### config.mk
export PLATFORM = sky130hd
export DESIGN_NAME = uart_tx_fifo
export DESIGN_NICKNAME = d
export VERILOG_FILES = /design/src/rtl/uart_pkg.sv /design/src/rtl/uart_fifo_mem.sv /design/src/rtl/uart_tx_fifo.sv
export SDC_FILE = /design/constraint.sdc
export NUM_CORES = 1
export LEC_CHECK = 0
export CAP_MARGIN = 40
export CORE_ASPECT_RATIO = 1.25
export CORE_MARGIN = 4
export CORE_UTILIZATION = 45
export CTS_BUF_LIST = sky130_fd_sc_hd__clkbuf_8
export CTS_CLUSTER_DIAMETER = 60
export CTS_CLUSTER_SIZE = 12
export DETAILED_ROUTE_END_ITERATION = 7
export PLACE_DENSITY = 0.72
export SLEW_MARGIN = 10
export SYNTH_ARGS = -nofsm -noshare
export SYNTH_HDL_FRONTEND = slang
export SYNTH_SLANG_ARGS = --single-unit
export TNS_END_PERCENT = 100
### constraint.sdc
create_clock -name i_clk -period 7.84 [get_ports i_clk]
set_clock_uncertainty 0.2 [all_clocks]
set_input_delay 1.568 -clock i_clk [delete_from_list [all_inputs] [get_ports i_clk]]
set_output_delay 1.568 -clock i_clk [all_outputs]
set_load 0.01 [all_outputs]
### src/rtl/uart_pkg.sv
// Shared UART definitions: default word width, oversampling ratio and FIFO
// sizing, plus a helper for sizing FIFO pointers.
package uart_pkg;

    localparam int unsigned DefaultDataLength      = 8;
    localparam int unsigned DefaultOverSample      = 8;
    localparam int unsigned DefaultDepth           = 16;
    localparam int unsigned DefaultAlmostFullLevel = 12;

    // Pointer width for a FIFO of the given depth: address bits plus one
    // wrap bit so that full and empty can be told apart.
    function automatic int unsigned ptr_width(input int unsigned depth);
        return $clog2(depth) + 1;
    endfunction

endpackage

### src/rtl/uart_fifo_mem.sv
// Flop-array storage for the UART FIFOs: one synchronous write port and one
// asynchronous (combinational) read port.
module uart_fifo_mem
    import uart_pkg::*;
#(
    parameter int unsigned DataLength = DefaultDataLength,
    parameter int unsigned Depth      = DefaultDepth,
    parameter int unsigned AddrWidth  = $clog2(Depth)
) (
    input  logic                  i_clk,
    input  logic                  i_rst,
    input  logic                  i_wr_en,
    input  logic [AddrWidth-1:0]  i_wr_addr,
    input  logic [DataLength-1:0] i_wr_data,
    input  logic [AddrWidth-1:0]  i_rd_addr,
    output logic [DataLength-1:0] o_rd_data
);

    logic [DataLength-1:0] mem [Depth];

    // Store the incoming word at the write address; reset wipes every entry.
    // NOTE: the array is reset on purpose so o_rd_data reads 0 after reset and
    // no old frame survives a mid-burst reset; this keeps it in flops, not RAM.
    always_ff @(posedge i_clk or posedge i_rst) begin
        if (i_rst) begin
            for (int i = 0; i < Depth; i++) begin
                mem[i] <= '0;
            end
        end else if (i_wr_en) begin
            mem[i_wr_addr] <= i_wr_data;
        end
    end

    assign o_rd_data = mem[i_rd_addr];

endmodule

### src/rtl/uart_tx_fifo.sv
// First-word-fall-through FIFO between the bus side and the UART transmitter.
// The head word sits on o_rd_data whenever o_empty is low; i_rd_en pops it.
module uart_tx_fifo
    import uart_pkg::*;
#(
    parameter int unsigned DataLength      = DefaultDataLength,
    parameter int unsigned Depth           = DefaultDepth,
    parameter int unsigned AlmostFullLevel = DefaultAlmostFullLevel
) (
    input  logic                     i_clk,
    input  logic                     i_rst,
    input  logic [DataLength-1:0]    i_wr_data,
    input  logic                     i_wr_en,
    output logic                     o_full,
    output logic                     o_almost_full,
    output logic [DataLength-1:0]    o_rd_data,
    output logic                     o_empty,
    input  logic                     i_rd_en,
    output logic [$clog2(Depth):0]   o_count,
    output logic                     o_overflow,
    output logic                     o_underflow,
    input  logic                     i_clear_flags
);

    localparam int unsigned PtrWidth  = ptr_width(Depth);
    localparam int unsigned AddrWidth = PtrWidth - 1;

    if ((Depth < 2) || ((Depth & (Depth - 1)) != 0)) begin : g_bad_depth
        $fatal(1, "uart_tx_fifo: Depth must be a power of two >= 2");
    end
    if ((AlmostFullLevel < 1) || (AlmostFullLevel > Depth)) begin : g_bad_level
        $fatal(1, "uart_tx_fifo: AlmostFullLevel must be in 1..Depth");
    end

    logic [PtrWidth-1:0] wr_ptr;
    logic [PtrWidth-1:0] rd_ptr;
    logic                pop_ok;
    logic                wr_ok;

    // Status is purely a function of the registered pointers.
    assign o_count       = wr_ptr - rd_ptr;
    assign o_empty       = (wr_ptr == rd_ptr);
    assign o_full        = (wr_ptr[AddrWidth-1:0] == rd_ptr[AddrWidth-1:0]) &&
                           (wr_ptr[PtrWidth-1] != rd_ptr[PtrWidth-1]);
    assign o_almost_full = (o_count >= PtrWidth'(AlmostFullLevel));

    // A pop frees a slot this cycle, so a write while full is taken if a real
    // pop happens alongside it. A pop on empty is never taken.
    assign pop_ok = i_rd_en && !o_empty;
    assign wr_ok  = i_wr_en && (!o_full || pop_ok);

    uart_fifo_mem #(
        .DataLength (DataLength),
        .Depth      (Depth),
        .AddrWidth  (AddrWidth)
    ) u_mem (
        .i_clk      (i_clk),
        .i_rst      (i_rst),
        .i_wr_en    (wr_ok),
        .i_wr_addr  (wr_ptr[AddrWidth-1:0]),
        .i_wr_data  (i_wr_data),
        .i_rd_addr  (rd_ptr[AddrWidth-1:0]),
        .o_rd_data  (o_rd_data)
    );

    // Advance each pointer on an accepted transaction; both wrap mod 2*Depth.
    // NOTE: state uses non-blocking assignments so every flop samples the
    // pre-edge values, independent of statement order.
    always_ff @(posedge i_clk or posedge i_rst) begin
        if (i_rst) begin
            wr_ptr <= '0;
            rd_ptr <= '0;
        end else begin
            if (wr_ok) begin
                wr_ptr <= wr_ptr + 1'b1;
            end
            if (pop_ok) begin
                rd_ptr <= rd_ptr + 1'b1;
            end
        end
    end

    // Sticky error flags; a set event in the same cycle beats a clear.
    always_ff @(posedge i_clk or posedge i_rst) begin
        if (i_rst) begin
            o_overflow  <= 1'b0;
            o_underflow <= 1'b0;
        end else begin
            if (i_wr_en && !wr_ok) begin
                o_overflow <= 1'b1;
            end else if (i_clear_flags) begin
                o_overflow <= 1'b0;
            end
            if (i_rd_en && o_empty) begin
                o_underflow <= 1'b1;
            end else if (i_clear_flags) begin
                o_underflow <= 1'b0;
            end
        end
    end

endmodule

[Yosys cells after proc, flatten, opt, wreduce, memory -nomap -nowiden]
Cells that the tools add are included.
Word-level totals
  bits in registers: 140
  input bits: 13
  output and inout bits: 18
  word-level logic and storage cells: 53
Cells by class
  add/subtract/negate cells: 3
  order comparisons: 4
  equality and inequality tests: 3
  muxes and demuxes: 9
  bitwise gates (word level): 2
  reduce and logical (&&, ||, !) cells: 12
Operators by type and width (count)
  $bwmux W128: 1
  $bmux W8 S4: 1
  $demux W8 S4: 1
  $mux W8: 3
  $add A5 B1 Y5 const B: 2
  $ge A5 B5 Y1 const B: 2
  $not A4 Y5: 2
  $logic_and A1 B1 Y1: 6
  $eq A5 B5 Y1: 1
  $ge A5 B4 Y1 const B: 1
  $lt A5 B1 Y1 const B: 1
  $sub A5 B5 Y5: 1
  $eq A4 B4 Y1: 1
  $reduce_bool A2 Y1: 2
  $logic_not A1 Y1: 3
  $mux W1: 3
  $logic_or A1 B1 Y1: 1
  $ne A1 B1 Y1: 1

[Depth between registers and ports, before layout]
  depth after elaboration: 8
  gate-level depth with buffers: 9
  mapped depth without buffers: 7

[Hierarchy]
Synthesis repeated with hierarchy kept, for this count alone.
Unflattened totals
  cells, all modules: 442
  area total of the unflattened synthesis: 6731.5 um^2
Modules (own cells, without submodules)
  uart_fifo_mem: times used 1, cells each 369, area each 5953.2 um^2, seq. area each 3203.1 um^2
  uart_tx_fifo: times used 1, cells each 73, area each 778.2 um^2, seq. area each 300.3 um^2

[Worst setup path before layout]
No wires, ideal clock.
  path kind: register to output
  start point: register rd_ptr[1]
  end point: output port o_almost_full
  arrival: 2.081 ns
  required time: 6.072 ns
  path slack: 3.991 ns
  stages on the path, launching flop included: 9
  path buffers: 2
  cells stage by stage: dfrtp_1 -> buf_2 -> clkbuf_1 -> inv_1 -> ha_1 -> nor2b_1 -> o21ai_0 -> a21boi_0 -> o32ai_1
Between the ends
  cells in the longest elaborated chain, start to end: 2
Ends and longest elaborated chain
  start, declared: RTL line uart_tx_fifo.sv:36  | logic [PtrWidth-1:0] rd_ptr;
  start signal, assigned: RTL line uart_tx_fifo.sv:78  | rd_ptr <= rd_ptr + 1'b1;
  $sub A5 B5 Y5: RTL line uart_tx_fifo.sv:41  | assign o_count = wr_ptr - rd_ptr;
  $ge A5 B4 Y1: RTL line uart_tx_fifo.sv:45  | assign o_almost_full = (o_count >= PtrWidth'(AlmostFullLevel));
  end, declared: RTL line uart_tx_fifo.sv:15  | output logic o_almost_full,
Every way passes these cells.

[Final worst setup path]
  start point: register rd_ptr[1]
  end point: output port o_rd_data[5]
Between the ends
  cells in the longest elaborated chain, start to end: 4
Ends and longest elaborated chain
  $not A4 Y5 (implied by the code): RTL line uart_fifo_mem.sv:34  | assign o_rd_data = mem[i_rd_addr];
  $bmux W8 S4: RTL line uart_fifo_mem.sv:34
  $mux W8 (implied by the code) (2 in a row): RTL line uart_fifo_mem.sv:34
  end, declared: RTL line uart_tx_fifo.sv:16  | output logic [DataLength-1:0] o_rd_data,
Every way passes these cells. The select of a mux whose other input is x is not followed.

==> impl_metrics.tcl <==
set metrics [dict create \
    status "completed" \
    finalMaxSlewViolations 0 \
    viasPerCell 5.80 \
    htree_levels 4 \
    num_rows 50 \
    fin_area_sq_mm 0.00770 \
    grt_max_degree 72 \
    ys_seq_area_share_pct 51.3 \
    synthXorXnorAreaFrac_pct 1.52 \
    rsz0062_at_grt "false" \
    clkLatencyLatePin_ns 0.44 \
    synth_cell_types 38 \
    slew_headroom_pct 41.7 \
    drt_first_iter_violations 300 \
    drc 0 \
    ctsResizeCount 0 \
    numCtsBuffers 17 \
    cts_tree "built" \
    syn_area_per_cell_sq_um 14.8 \
    final_layout_size_suffix_gt1_share_pct 40.7 \
    hold_viol 0 \
    die_h_um 146 \
    period_needed_ns 4.85 \
    synth-compound-area-share_pct 4.09 \
    start_kind "flip-flop" \
    hold_buffers 0 \
    ant_nets 0 \
    grtUsageTotal_pct 18.1 \
    maxCapViolations 0 \
    ir_worst_vdd_mv 0.301 \
    synth_mux_area_share_pct 34.0 \
    core_sq_mm 0.0150 \
    ys_seq_elements 140 \
    min_path_type "flip-flop to flip-flop" \
    dp.final_hpwl_um 10000 \
    syn_nets 485 \
    clock_sinks 140 \
    pin_count 31 \
    drtPass1Iterations 5 \
    antenna_found_initial 0 \
    area_delta_synth_final_pct 12.8 \
    cts-root-buf "clkbuf_8" \
    initial_core_util_pct 45.7 \
    clkSlewWorstSetupHoldPaths_ns 0.07 \
    numPortBuffers 30 \
    power_density_mw_per_mm2 460 \
    yosysWarnings 0 \
    synth_area_sq_mm 0.00683 \
    post-route-period-util_pct 61.8 \
    synthAdderAreaFrac_pct 1.94 \
    synthCells 462 \
    finalSetupViolations 0 \
    die_w_um 118 \
    required_ns 6.07 \
    grt_pass1_vias 4380 \
    overflow 0 \
    crit_fanout 33 \
    placed_cell_area_sq_mm 0.00729 \
    critical_path_arrival_ns 3.08 \
    p_leak_nw 3.40 \
    worst_pin_slew_ns 0.871 \
    wl_per_cell_um 21.3 \
    die-area_sq_mm 0.0172 \
    clock_path_buffers 2 \
    drt-total-wl_um 14500 \
    fin_nets 511 \
    max_freq_mhz 206 \
    finalSetupTns_ns 0 \
    cp-end-kind "output port" \
    fin_ws_ns 2.99 \
    synth-simple-area-share_pct 4.25 \
    place.gp.congestion 0.855 \
    vias 3958 \
    synth_top_family_by_area "multiplexers" \
    grt_pass1_wl_um 24100 \
    pre_cts_slack_ns 3.50 \
    antennaDiodeCount 0 \
    postCtsSetupBuffers 0 \
    criticalPathCategory "flip-flop to output port" \
]
## state kept, by name, summed over array words and instances, names as in the netlist
| register | flops |
|---|---|
| o_underflow | 1 |
| wr_ptr | 5 |
| o_overflow | 1 |
| u_mem.mem | 128 |
| rd_ptr | 5 |
## cells by family (layout without fill, tap and decap cells)
kind of cell | after synthesis | count (layout)
DFF | 140 | 140
adders and majority gates | 10 | 10
muxes | 177 | 177
and+or+nand+nor | 44 | 44
AOI/OAI and AO/OA | 37 | 37
buffers and inverters | 43 | 82
xor gates and xnor gates | 11 | 11
## cell usage in the layout, fill, tap and decap left out, types with 9 or more instances in the layout
master,synthesis,final
clkbuf_8,0,23
o21ai_0,13,13
dfrtp_1,140,138
nand2_1,9,9
mux2_4,24,24
mux2i_1,24,24
mux4_2,24,24
inv_1,15,18
clkdlybuf4s50_1,0,30
ha_1,9,9
nand3_2,12,12
mux2_2,103,103
## routing by layer
metal / vias to the layer above / GRT usage (%) / share of wire [%]
met5: - / 0 / 0
met2: 106 / 31.1 / 53
met1: 2079 / 22.6 / 41
met3: 13 / 4.12 / 4.3
li1: 1760 / - / -
met4: 0 / 5.87 / 1.5
## per-stage QoR
step / std cells / util (%) / total power [mW] / hold slack, ns
after detailed placement: 651 / 48.8 / 2.97 / 0.278
after floorplan: 462 / - / 2.40 / 0.259
after CTS: 683 / 51.5 / 3.57 / 0.294
after global placement: 649 / 48.4 / 2.89 / 0.268
final: 683 / 51.5 / 3.54 / 0.289
after global routing: 683 / 51.5 / 3.77 / 0.304
## report_power, final
part           leakage (nW)  switching [mW]  total (mW)  internal [mW]
clock                 0.227           0.259       0.588          0.329
sequential             1.72           0.235        1.31           1.07
combinational          1.46           0.723        1.64          0.920
total                  3.40            1.22        3.54           2.32
## worst max-delay path, stage by stage, from the launching register on
cell,delay (ns)
dfrtp_2,0.61
buf_4,0.55
mux2i_1,0.18
a22oi_1,0.26
mux2i_1,0.10
o21ai_0,0.30
clkdlybuf4s50_1,0.61
## layout make-up
class	count	area (sq um)
clock buffers	23	317
clock inverters	9	93.8
fillers	1257	7250
inverters	16	65.1
multi-input cells	279	3130
flip-flops and latches	140	3510
well taps	182	228
repair buffers	34	363
## synthesized netlist by cell type (all sizes together)
master / n / area [sq um]
a21boi: 1 / 7.51
a311oi: 1 / 26.3
nor3b: 1 / 7.51
o31ai: 1 / 7.51
nor2b: 3 / 18.8
buf: 12 / 78.8
xnor2: 7 / 68.8
clkbuf: 15 / 56.3
or4: 4 / 30.0
xor2: 4 / 35.0
ha: 9 / 113
inv: 16 / 60.1
mux4: 24 / 541
o311a: 1 / 11.3
nor2: 7 / 26.3
nand2: 9 / 33.8
a31oi: 1 / 12.5
nor3: 1 / 10.0
nand3: 14 / 130
o32ai: 1 / 8.76
and3: 1 / 6.26
and2: 1 / 6.26
o21ai: 13 / 65.1
a32oi: 8 / 70.1
and4: 1 / 8.76
mux2: 129 / 1540
a22oi: 8 / 60.1
a21oi: 2 / 10.0
mux2i: 24 / 240
dfrtp: 140 / 3500
nand4: 2 / 12.5
fa: 1 / 20.0
## final timing paths
| kind | from | to | slack, ns | cells past startpoint |
|---|---|---|---|---|
| max | rd_ptr[1]$_DFFE_PP0P_ | o_rd_data[5] | 2.99 | 6 |
| min | u_mem.mem[110]$_DFFE_PP0P_ | u_mem.mem[110]$_DFFE_PP0P_ | 0.29 | 1 |
| max reg2reg | rd_ptr[3]$_DFFE_PP0P_ | u_mem.mem[103]$_DFFE_PP0P_ | 4.62 | 6 |
| min reg2reg | u_mem.mem[110]$_DFFE_PP0P_ | u_mem.mem[110]$_DFFE_PP0P_ | 0.29 | 1 |
| max in group asynchronous | i_rst | u_mem.mem[92]$_DFFE_PP0P_ | 5.05 | 4 |
| min in group asynchronous | i_rst | u_mem.mem[17]$_DFFE_PP0P_ | 1.35 | 2 |
(Power assumes the default switching activity.)
==> RTL change 1, RTL diff (config.mk and constraints unchanged) <==
The package constant `DefaultDataLength` goes from 8 to 10.
--- a/src/rtl/uart_pkg.sv
+++ b/src/rtl/uart_pkg.sv
@@ -3,5 +3,5 @@
 package uart_pkg;
 
-    localparam int unsigned DefaultDataLength      = 8;
+    localparam int unsigned DefaultDataLength      = 10;
     localparam int unsigned DefaultOverSample      = 8;
     localparam int unsigned DefaultDepth           = 16;
Interface: changed (resized i_wr_data and o_rd_data); port bits go from 31 to 35. The function was not compared with the original's and may differ.
==> RTL change 1 against the unedited design <==
- sequential cell count rose by 32
- worst setup slack got worse by 0.012 ns
- count of clock-buffer cells in the layout fell by 3
- routed wire length rose by 14%
- critical path depth fell by 1
- synthesized cell count rose by 11%
- cell area rose by 17%
- via count rose by 12%
- area after synthesis rose by 17%
- maximum frequency fell by 0.24%
- power rose by 14%
- clock power rose by 14%
- highest routed layer unchanged
==> RTL change 1: results (changes against the unedited design) <==
| Metric | Value |
|---|---|
| Fin nets | `573 (+12%)` |
| DR pass1 iterations | `4 (-1)` |
| F_max | `0.206 GHz (-0.24%)` |
| Worst Hold End | `u_mem.mem[94]$_DFFE_PP0P_` |
| Dpl hpwl | `11.0 mm (+10%)` |
| Dpl ws | `3.40 ns (-0.101 ns)` |
| Mapped Cells | `513 (+11%)` |
| Register area share after synthesis | `53.7% (+2.4 points)` |
| Worst r2r src | `rd_ptr[2]$_DFFE_PP0P_` |
| Fin cells | `784 (+15%)` |
| Maximum VDD drop | `259 uV (-14%)` |
| Post-synth cell types | `34 (-11%)` |
| Mux contribution to synthesized area | `33.8% (-0.19 points)` |
| Combinational power | `0.00181 W (+10%)` |
| Routed met1 length | `6.98 mm (+17%)` |
| Clk tree area frac | `4.80% (-0.53 points)` |
| Non-CTS inverters | `12 (-4)` |
| Vias per inst | `5.68 (-2.0%)` |
| Total GRT Usage | `17.7% (-0.36 points)` |
| Synth Net Count | `538 (+11%)` |
| Slew @ Worst Pin | `0.829 ns (-0.0426 ns)` |
| Signal buf overhead | `4.52% (-0.19 points)` |
| Register area | `0.00431 mm2 (+23%)` |
| Synth cell count leaders | `172 x dfrtp_1, 161 x mux2_2, 40 x mux4_2` |
| Crit path max fanout | `38 (+15%)` |
| WL/cell | `21.1 um (-0.72%)` |
| Maximum number of pins on one net before global-route repair | `91 (+26%)` |
| Fillers | `1395 (+11%)` |
| Status | `finished clean` |
| Global-route wire length before repair | `27.1 mm (+13%)` |
| Count of non-CTS buffers in the layout | `43 (+26%)` |
| Detailed route wirelength on metal3 | `466 um (-26%)` |
| Hold_sp | `u_mem.mem[94]$_DFFE_PP0P_` |
| Multi-input gates | `302 (+8.2%)` |
| Clk pwr | `0.000670 W (+14%)` |
| Critical path arrival | `3.09 ns (about the same)` |
| Worst Setup EP | `o_rd_data[2]` |
| PortBufs | `34 (+13%)` |
| Top flop regs | `u_mem.mem x160, rd_ptr x5, wr_ptr x5` |
| Met3 usage in global routing | `2.95% (-1.2 points)` |
| Inst Count DP | `752 (+16%)` |
| Worst setup path startpoint | `rd_ptr[0]$_DFFE_PP0P_` |
| Sequential cell count | `172 (+23%)` |
| CP peak stage delay | `0.64 ns (+0.03 ns)` |
| Placer Congestion | `0.848 (-0.88%)` |
| Vias in the first global route | `4903 (+12%)` |
| Grt met1 use | `22.5% (-0.11 points)` |
==> RTL change 1: cell count changes in the layout (fill, tap and decap cells not counted), sizes merged, moves of 8 or more <==
| cell | unedited run | this run |
|---|---|---|
| a22oi | 8 | 20 |
| a32oi | 8 | 0 |
| dfrtp | 140 | 172 |
| mux2 | 129 | 161 |
| mux2i | 24 | 0 |
| mux4 | 24 | 40 |
| nand2 | 9 | 22 |
| nand3 | 14 | 2 |
| nand4 | 2 | 11 |
| o21ai | 13 | 3 |
==> RTL change 1: through the flow <==
stage / hold slack [ns] / util [%]
floorplan: 0.274 / -
global placement: 0.281 / 48.9
detailed placement: 0.288 / 49.1
CTS: 0.308 / 51.5
global route: 0.317 / 51.6
finish: 0.306 / 51.6
==> RTL change 1: critical path: cells and delay by family, from the launching register on <==
kind                   cells  cell delay, ns
muxes                      1            0.58
buffers and inverters      2            1.14
AOI/OAI and AO/OA          1            0.26
and+or+nand+nor            1            0.13
DFF                        1            0.47
==> RTL change 2, RTL diff (same settings) <==
Without the edit above. Reset style: synchronous (`i_rst`), changed in 3 clocked blocks. Comments in the files are not updated.
--- a/src/rtl/uart_fifo_mem.sv
+++ b/src/rtl/uart_fifo_mem.sv
@@ -22,5 +22,5 @@
     // NOTE: the array is reset on purpose so o_rd_data reads 0 after reset and
     // no old frame survives a mid-burst reset; this keeps it in flops, not RAM.
-    always_ff @(posedge i_clk or posedge i_rst) begin
+    always_ff @(posedge i_clk) begin
         if (i_rst) begin
             for (int i = 0; i < Depth; i++) begin
--- a/src/rtl/uart_tx_fifo.sv
+++ b/src/rtl/uart_tx_fifo.sv
@@ -67,5 +67,5 @@
     // NOTE: state uses non-blocking assignments so every flop samples the
     // pre-edge values, independent of statement order.
-    always_ff @(posedge i_clk or posedge i_rst) begin
+    always_ff @(posedge i_clk) begin
         if (i_rst) begin
             wr_ptr <= '0;
@@ -82,5 +82,5 @@
 
     // Sticky error flags; a set event in the same cycle beats a clear.
-    always_ff @(posedge i_clk or posedge i_rst) begin
+    always_ff @(posedge i_clk) begin
         if (i_rst) begin
             o_overflow  <= 1'b0;
Formal check against the unedited RTL: differs if i_rst is asserted again (counterexample within 4 cycles, from zero or initial values and one cycle with i_rst high); with i_rst held inactive, the same outputs for 4 cycles.
==> RTL change 2 against the unedited design <==
- synthesized cell count is 9.7% higher
- cell count is 7.0% higher
- sequential share of layout area is 8.8 points higher
- worst setup slack better by 0.29 ns
- cell area is 0.47% lower
- area after synthesis is 1.1% lower
- register-to-register slack better by 0.31 ns
- routed wire length is 5.4% higher
- maximum frequency is 6.4% higher
- sequential cell count is 4 higher
Power is not compared: it rests on default switching activity, and its combinational part moved more than twofold at a synthesized area within 25%.
==> RTL change 2: results (changes against the unedited design) <==
| Metric | Value |
|---|---|
| Status | `finished clean` |
| Design area | `0.00766 mm2 (-0.47%)` |
| WHS | `0.357 ns (+0.0680 ns)` |
| Worst r2r dst | `u_mem.mem[13][6]$_SDFFCE_PN0P_` |
| Hold_sp | `rd_ptr[2]$_SDFFE_PP0N_` |
| Dpl hpwl | `10.4 mm (+4.1%)` |
| Fin nets | `564 (+10%)` |
| R2R Setup Slk | `4.93 ns (+0.31 ns)` |
| Dpl ws | `3.68 ns (+0.172 ns)` |
| DRT iter0 DRCs | `372 (+24%)` |
| Global-route wire length before repair | `24.3 mm (+1.1%)` |
| Worst Hold End | `rd_ptr[2]$_SDFFE_PP0N_` |
| Maximum number of pins on one net before global-route repair | `42 (-42%)` |
| Placed cell area | `0.00726 mm2 (-0.48%)` |
| Routed met1 length | `5.53 mm (-7.3%)` |
| Ranking of synthesized cells by area | `edfxtp_1 57%, mux4_2 11%, nor2_1 6.8%, dfxtp_1 4.7%, nand2_1 2.3%` |
| Met3 usage in global routing | `4.75% (+0.63 points)` |
| Fillers | `1222 (-2.8%)` |
| Detailed route wirelength on metal3 | `1.09 mm (+73%)` |
| CP peak stage delay | `0.53 ns (-0.08 ns)` |
| Slowest-stage cell, CP | `clkdlybuf4s50_1` |
| Async S/R FF share, synth | `0% (-100 points)` |
| Avg Inst Size Synth | `13.3 um2 (-9.9%)` |
| GR Layer Usage met2 | `34.5% (+3.4 points)` |
| Post-synth cell types | `40 (+5.3%)` |
| Placer Congestion | `0.773 (-9.6%)` |
| Routed via count | `4122 (+4.1%)` |
| Met2 Wirelength | `8.25 mm (+7.0%)` |
| Share of cells above drive strength 1 | `19.3% (-21 points)` |
| Synth top area share | `56.9% (+5.6 points)` |
| Post-synth EDFFs | `128 (+128)` |
| Vias per inst | `5.64 (-2.7%)` |
| WL/cell | `21.0 um (-1.5%)` |
| Register area share after synthesis | `61.7% (+10 points)` |
| Primary FF master, synth | `edfxtp_1` |
| Fin crit share | `58.1% (-3.7 points)` |
| Crit path max fanout | `4 (-88%)` |
| Worst setup path startpoint | `wr_ptr[0]$_SDFFE_PP0P_` |
| Inst Count DP | `700 (+7.5%)` |
[RTL change 2: cell families (layout without fill, tap and decap cells)]
| kind of cell | count (synthesis) | in the layout | synth area share [%] |
|---|---|---|---|
| AO/OA/AOI/OAI | 46 | 46 | 5.06 |
| XOR/XNOR | 10 | 10 | 1.57 |
| adder cells (fa/ha/maj) | 10 | 10 | 1.96 |
| buffers and inverters | 41 | 87 | 3.72 |
| flip-flops | 144 | 144 | 61.7 |
| multiplexers | 33 | 33 | 10.8 |
| AND/OR/NAND/NOR | 223 | 223 | 15.2 |
[RTL change 2: where the power goes]
group | total (W) | switching, W | internal (W)
Sequential | 0.000880 | 0.0000123 | 0.000867
Combinational | 0.000319 | 0.000164 | 0.000155
Clock | 0.000604 | 0.000266 | 0.000339
[RTL change 2: cell type report]
cell class	count	area share, %
inverters	7	0.343
flip-flops and latches	144	54.3
clock buffers	17	3.05
well taps	178	2.91
repair buffers	49	6.56
clock inverters	14	2.29
multi-input cells	322	30.5
